`src/rtl/core_pkg.sv`:
```
// Shared core helpers: width utilities used to size pipeline-stage pointers.
package core_pkg;

  // Pointer width that never collapses to zero bits (a 1-entry buffer still needs a 1-bit pointer)
  function automatic int clog2_min1(input int n);
    return ($clog2(n) > 0) ? $clog2(n) : 1;
  endfunction

endpackage

```
`src/rtl/pipe_stage_buf_mem.sv`:
```
// Storage array for the elastic stage buffer: one write port, combinational read.
module pipe_stage_buf_mem
  import core_pkg::*;
#(
  parameter int DATAW = 32,
  parameter int DEPTH = 2,
  parameter int PTRW  = clog2_min1(DEPTH)
) (
  input  logic             clk,
  input  logic             rst_n,
  input  logic             i_we,
  input  logic [PTRW-1:0]  i_waddr,
  input  logic [DATAW-1:0] i_wdata,
  input  logic [PTRW-1:0]  i_raddr,
  output logic [DATAW-1:0] o_rdata
);

  logic [DATAW-1:0] r_mem [DEPTH];

  always_ff @(posedge clk or negedge rst_n) begin
    if (!rst_n) begin
      for (int i = 0; i < DEPTH; i++) r_mem[i] <= '0;
    end else if (i_we) begin
      for (int i = 0; i < DEPTH; i++)
        if (i_waddr == PTRW'(i)) r_mem[i] <= i_wdata;
    end
  end

  assign o_rdata = r_mem[i_raddr];

endmodule

```
`src/rtl/pipe_stage_buf.sv`:
```
// Elastic decode->execute stage buffer: valid/ready handshake, DEPTH-entry ring, flush-on-jump.
module pipe_stage_buf
  import core_pkg::*;
#(
  parameter  int DATAW = 32,
  parameter  int DEPTH = 2,
  localparam int PTRW  = clog2_min1(DEPTH),
  localparam int CNTW  = $clog2(DEPTH + 1)
) (
  input  logic             clk,
  input  logic             rst_n,
  input  logic             i_flush,
  input  logic             i_valid,
  output logic             o_ready,
  input  logic [DATAW-1:0] i_data,
  output logic             o_valid,
  input  logic             i_ready,
  output logic [DATAW-1:0] o_data,
  output logic [CNTW-1:0]  o_count,
  output logic             o_full,
  output logic             o_empty
);

  logic [PTRW-1:0] r_wr_ptr, r_rd_ptr;
  logic [CNTW-1:0] r_count;
  logic            w_push, w_pop;

  function automatic logic [PTRW-1:0] ptr_inc(input logic [PTRW-1:0] p);
    return (p == PTRW'(DEPTH - 1)) ? '0 : p + 1'b1;
  endfunction

  assign o_full  = (r_count == CNTW'(DEPTH));
  assign o_empty = (r_count == '0);
  assign o_count = r_count;
  // Ready comes only from state, so consumer back-pressure never reaches the producer combinationally
  assign o_ready = !o_full;
  assign o_valid = !o_empty && !i_flush;

  assign w_push = i_valid && o_ready && !i_flush;
  assign w_pop  = o_valid && i_ready;

  always_ff @(posedge clk or negedge rst_n) begin
    if (!rst_n) begin
      r_wr_ptr <= '0;
      r_rd_ptr <= '0;
      r_count  <= '0;
    end else if (i_flush) begin
      r_wr_ptr <= '0;
      r_rd_ptr <= '0;
      r_count  <= '0;
    end else begin
      if (w_push) r_wr_ptr <= ptr_inc(r_wr_ptr);
      if (w_pop)  r_rd_ptr <= ptr_inc(r_rd_ptr);
      case ({w_push, w_pop})
        2'b10:   r_count <= r_count + 1'b1;
        2'b01:   r_count <= r_count - 1'b1;
        default: r_count <= r_count;
      endcase
    end
  end

  pipe_stage_buf_mem #(.DATAW(DATAW), .DEPTH(DEPTH), .PTRW(PTRW)) u_mem (
    .clk     (clk),
    .rst_n   (rst_n),
    .i_we    (w_push),
    .i_waddr (r_wr_ptr),
    .i_wdata (i_data),
    .i_raddr (r_rd_ptr),
    .o_rdata (o_data)
  );

endmodule

```
`config.mk`:
```
export PLATFORM = sky130hd
export DESIGN_NAME = pipe_stage_buf
export DESIGN_NICKNAME = d
export VERILOG_FILES = /design/src/rtl/core_pkg.sv /design/src/rtl/pipe_stage_buf_mem.sv /design/src/rtl/pipe_stage_buf.sv
export SDC_FILE = /design/constraint.sdc
export NUM_CORES = 1
export LEC_CHECK = 0
export BUFFER_PORTS_ARGS = -buffer_cell sky130_fd_sc_hd__buf_2
export CAP_MARGIN = 15
export CORE_AREA = 5 5 76 95
export DETAILED_ROUTE_END_ITERATION = 8
export DIE_AREA = 0 0 81 100
export PLACE_DENSITY = 0.78
export SYNTH_ARGS = -nofsm -noshare
export SYNTH_HDL_FRONTEND = slang
export SYNTH_SLANG_ARGS = --single-unit
```
`constraint.sdc`:
```
create_clock -name clk -period 1.7 [get_ports clk]
set_input_delay 0.34 -clock clk [delete_from_list [all_inputs] [get_ports clk]]
set_output_delay 0.34 -clock clk [all_outputs]
set_load 0.01 [all_outputs]
```
==> impl_metrics.py <==
metrics = {
    "detailed_routing": {
        "drtAntennaViolNets": 0,
        "via_per_inst": 5.011,
        "drtIter0Drc": 32,
        "routed_wl_mm": 5.600,
        "dr.pass1.iters": 2,
        "drc": 0,
        "vias": 1864,
        "wire_per_inst_microns": 15.05,
    },
    "die": {
        "die-area_sq_mm": 0.008100,
        "die-height_microns": 100,
        "initial_core_util": 0.4858,
        "rows": 32,
        "io-pin-count": 75,
        "die_w_microns": 81,
        "coreArea_sq_mm": 0.006166,
    },
    "layout": {
        "drive_gt1_frac": 0.6934,
        "nNetsFinal": 319,
        "fill_cells": 521,
        "area_delta_synth_final_pct": 27.36,
        "diodes": 0,
    },
    "clock_network": {
        "cts_tree": "yes",
        "numCtsBuffers": 9,
        "path_clk_slew_ns": 0.07,
        "clockBufferDepth": 2,
        "htreeDepth": 3,
        "cts.sinks": 68,
        "cts_hold_buf": 0,
        "clock_latency_ns": 0.33,
        "root_buffer": "clkbuf_8",
    },
    "yosys": {
        "synthFlopType": "dfrtp_1",
        "synth_nets": 233,
        "yosysWarnings": 0,
        "syn_inst": 196,
        "synth_xor_area_frac": 0.002924,
        "synth_top_area_share": 0.5681,
        "synthTopCellsByCount": "95 x mux2_2, 68 x dfrtp_1, 4 x a21oi_1, 4 x clkbuf_1",
        "synth_area_sq_mm": 0.002995,
        "ys_types": 22,
        "synth_top_area_cell": "dfrtp_1",
        "synth_edf_count": 0,
        "synth_area_per_cell_sq_um": 15.28,
        "yosys.area_share.simple": 0.02590,
        "synth.area.top_cells": "dfrtp_1 57%, mux2_2 36%, buf_6 1.1%",
        "ys_seq_area_frac": 0.5681,
        "synth-compound-area-share": 0.01504,
        "ys_ff_latch": 68,
        "synth_top_family_by_area": "multiplexers",
        "yosysMostFrequentCell": "mux2_2",
        "synthMuxAreaShare": 0.3642,
        "synthArstFlopShare": 1.000,
        "synth_fa_ha_area_frac": 0,
    },
    "hold_path": {
        "hp-class": "input pin to asynchronous set/reset pin",
    },
    "critical_path": {
        "critPathKind": "register to output port",
        "rr_worst_depth": 4,
        "crit-reg2reg-launch": "o_count[0]$_DFFE_PN0P_",
        "critPathArrivalTime_ns": 1.45,
        "r2r_slack_ns": 0.17,
        "crit_required_ns": 1.36,
        "cp-start-kind": "register",
        "rr_endpoint": "u_mem.r_mem[20]$_DFFE_PN0P_",
        "end_kind": "output port",
        "crit_fanout": 19,
    },
    "power_and_ir_drop": {
        "p_comb_frac": 0.256,
        "p_switching_mw": 1.224,
        "irDropWorstVdd_mv": 0.8113,
        "p_per_area_mw_per_mm2": 1239,
        "p_int_mw": 3.504,
        "p_clk_frac": 0.281,
        "total_leakage_power_nw": 1.759,
        "switching_share": 0.2589,
        "power_frac_seq": 0.463,
    },
    "status": {
        "violations": "setup timing",
        "outcome": "finished, violations left",
    },
    "global_route": {
        "first_global_vias": 1976,
        "antenna_found_initial": 0,
        "use_met1": 0.1867,
        "grt_most_used_layer": "met2",
        "overflow": 0,
        "use_met2": 0.2473,
        "grt_max_degree": 69,
        "grt_pass1_wl_mm": 9.370,
        "grt_use_met3": 0.05745,
        "grt_usage": 0.1527,
    },
    "place": {
        "dp_hpwl_mm": 3.937,
        "gp_congestion": 0.7464,
        "portBuffers": 74,
    },
    "timing": {
        "clock_skew_ns": 0.006133,
        "worst_slew_pin_slew_ns": 0.3567,
        "slew_headroom": 0.7622,
        "fin_setup_tns_ns": -1.796,
        "hold_viol_final": 0,
        "setup_ws_ns": -0.08587,
        "finalCritPeriodShare": 1.051,
        "rsz0062_at_grt": "yes",
        "max_freq_ghz": 0.5600,
        "setup_viol": 32,
        "fin_crit_ns": 1.786,
        "whs_ns": 0.01662,
        "slew_viol_final": 0,
    },
    "job": {
        "cap_violations": 0,
    },
}
## power by group through the flow
stage          Sequential (mW)  Clock, mW  Combinational [mW]
3_5_place_dp              2.22          0                1.13
4_1_cts                   2.19       1.37                1.19
2_1_floorplan             2.15          0               0.762
5_1_grt                   2.23       1.44                1.33
3_3_place_gp              2.19          0                1.10
6_report                  2.19       1.33                1.21
## cell families (layout without fill, tap and decap cells)
logic type      after synthesis  after routing
compound gates                8              8
xor+xnor                      1              1
buf+inv                      12            103
flops                        68             68
mux                          97             97
simple gates                 10             10
## through the flow
step	power (mW)	cells	setup slack, ns	instance area (sq um)	util
after floorplan	2.916	196	0.03522	2995	-
after global placement	3.293	355	0.1233	3521	0.5710
after detailed placement	3.346	355	0.09982	3521	0.5710
after CTS	4.740	372	-0.1031	3775	0.6122
after global routing	5.003	372	-0.1458	3815	0.6187
final	4.729	372	-0.08587	3815	0.6187
## cell type report
type                            count  area, sq um  area share
Multi-Input combinational cell    116         1249      0.3273
Sequential cell                    68         1702      0.4460
Timing Repair Buffer               85        548.0      0.1437
Clock inverter                      4        47.55     0.01246
Tap cell                           85        106.4     0.02788
Inverter                            2        7.507    0.001968
Clock buffer                       12        155.1     0.04067
## placed cells by master (no fill, tap or decap), types with 2 or more instances in the layout
cell type / count
a21oi_1: 4
buf_12: 3
buf_2: 66
buf_4: 7
buf_6: 8
clkbuf_8: 11
clkinv_2: 2
dfrtp_1: 68
mux2_2: 88
mux2_4: 7
nor2_1: 3
o21ai_0: 2
## how the worst max path moves through the flow
stage / startpoint / endpoint / slack [ns] / cells past startpoint
after floorplan: o_count[0]$_DFFE_PN0P_ / u_mem.r_mem[52]$_DFFE_PN0P_ / 0.04 / 5
after global placement: i_flush / u_mem.r_mem[56]$_DFFE_PN0P_ / 0.12 / 4
after detailed placement: i_flush / u_mem.r_mem[55]$_DFFE_PN0P_ / 0.1 / 4
after CTS: r_rd_ptr$_DFFE_PN0P_ / o_data[11] / -0.10 / 3
after global routing: r_rd_ptr$_DFFE_PN0P_ / o_data[20] / -0.15 / 3
final: r_rd_ptr$_DFFE_PN0P_ / o_data[22] / -0.09 / 3
## routing by layer
layer | up-vias | share of wire | wire [microns]
li1 | 878 | - | -
met1 | 928 | 0.42 | 2363
met2 | 53 | 0.50 | 2827
met3 | 5 | 0.061 | 339
met4 | 0 | 0.012 | 69
met5 | - | 0 | 0
## worst max-delay path: stages, from the launching register on
cell and delay, ns:
dfrtp_1 0.42, buf_12 0.19, mux2_2 0.36, buf_2 0.14
## flip-flops by register name (all words and copies together), names as in the netlist
name,cells
u_mem.r_mem,64
o_count,2
r_rd_ptr,1
r_wr_ptr,1
## what timing repair did
item / in CTS / in global routing
gates resized for setup: 9 / 8
setup buffers: 1 / 0
setup endpoints to repair: 32 / 32
Note: power is estimated with default switching activity, not from simulation.
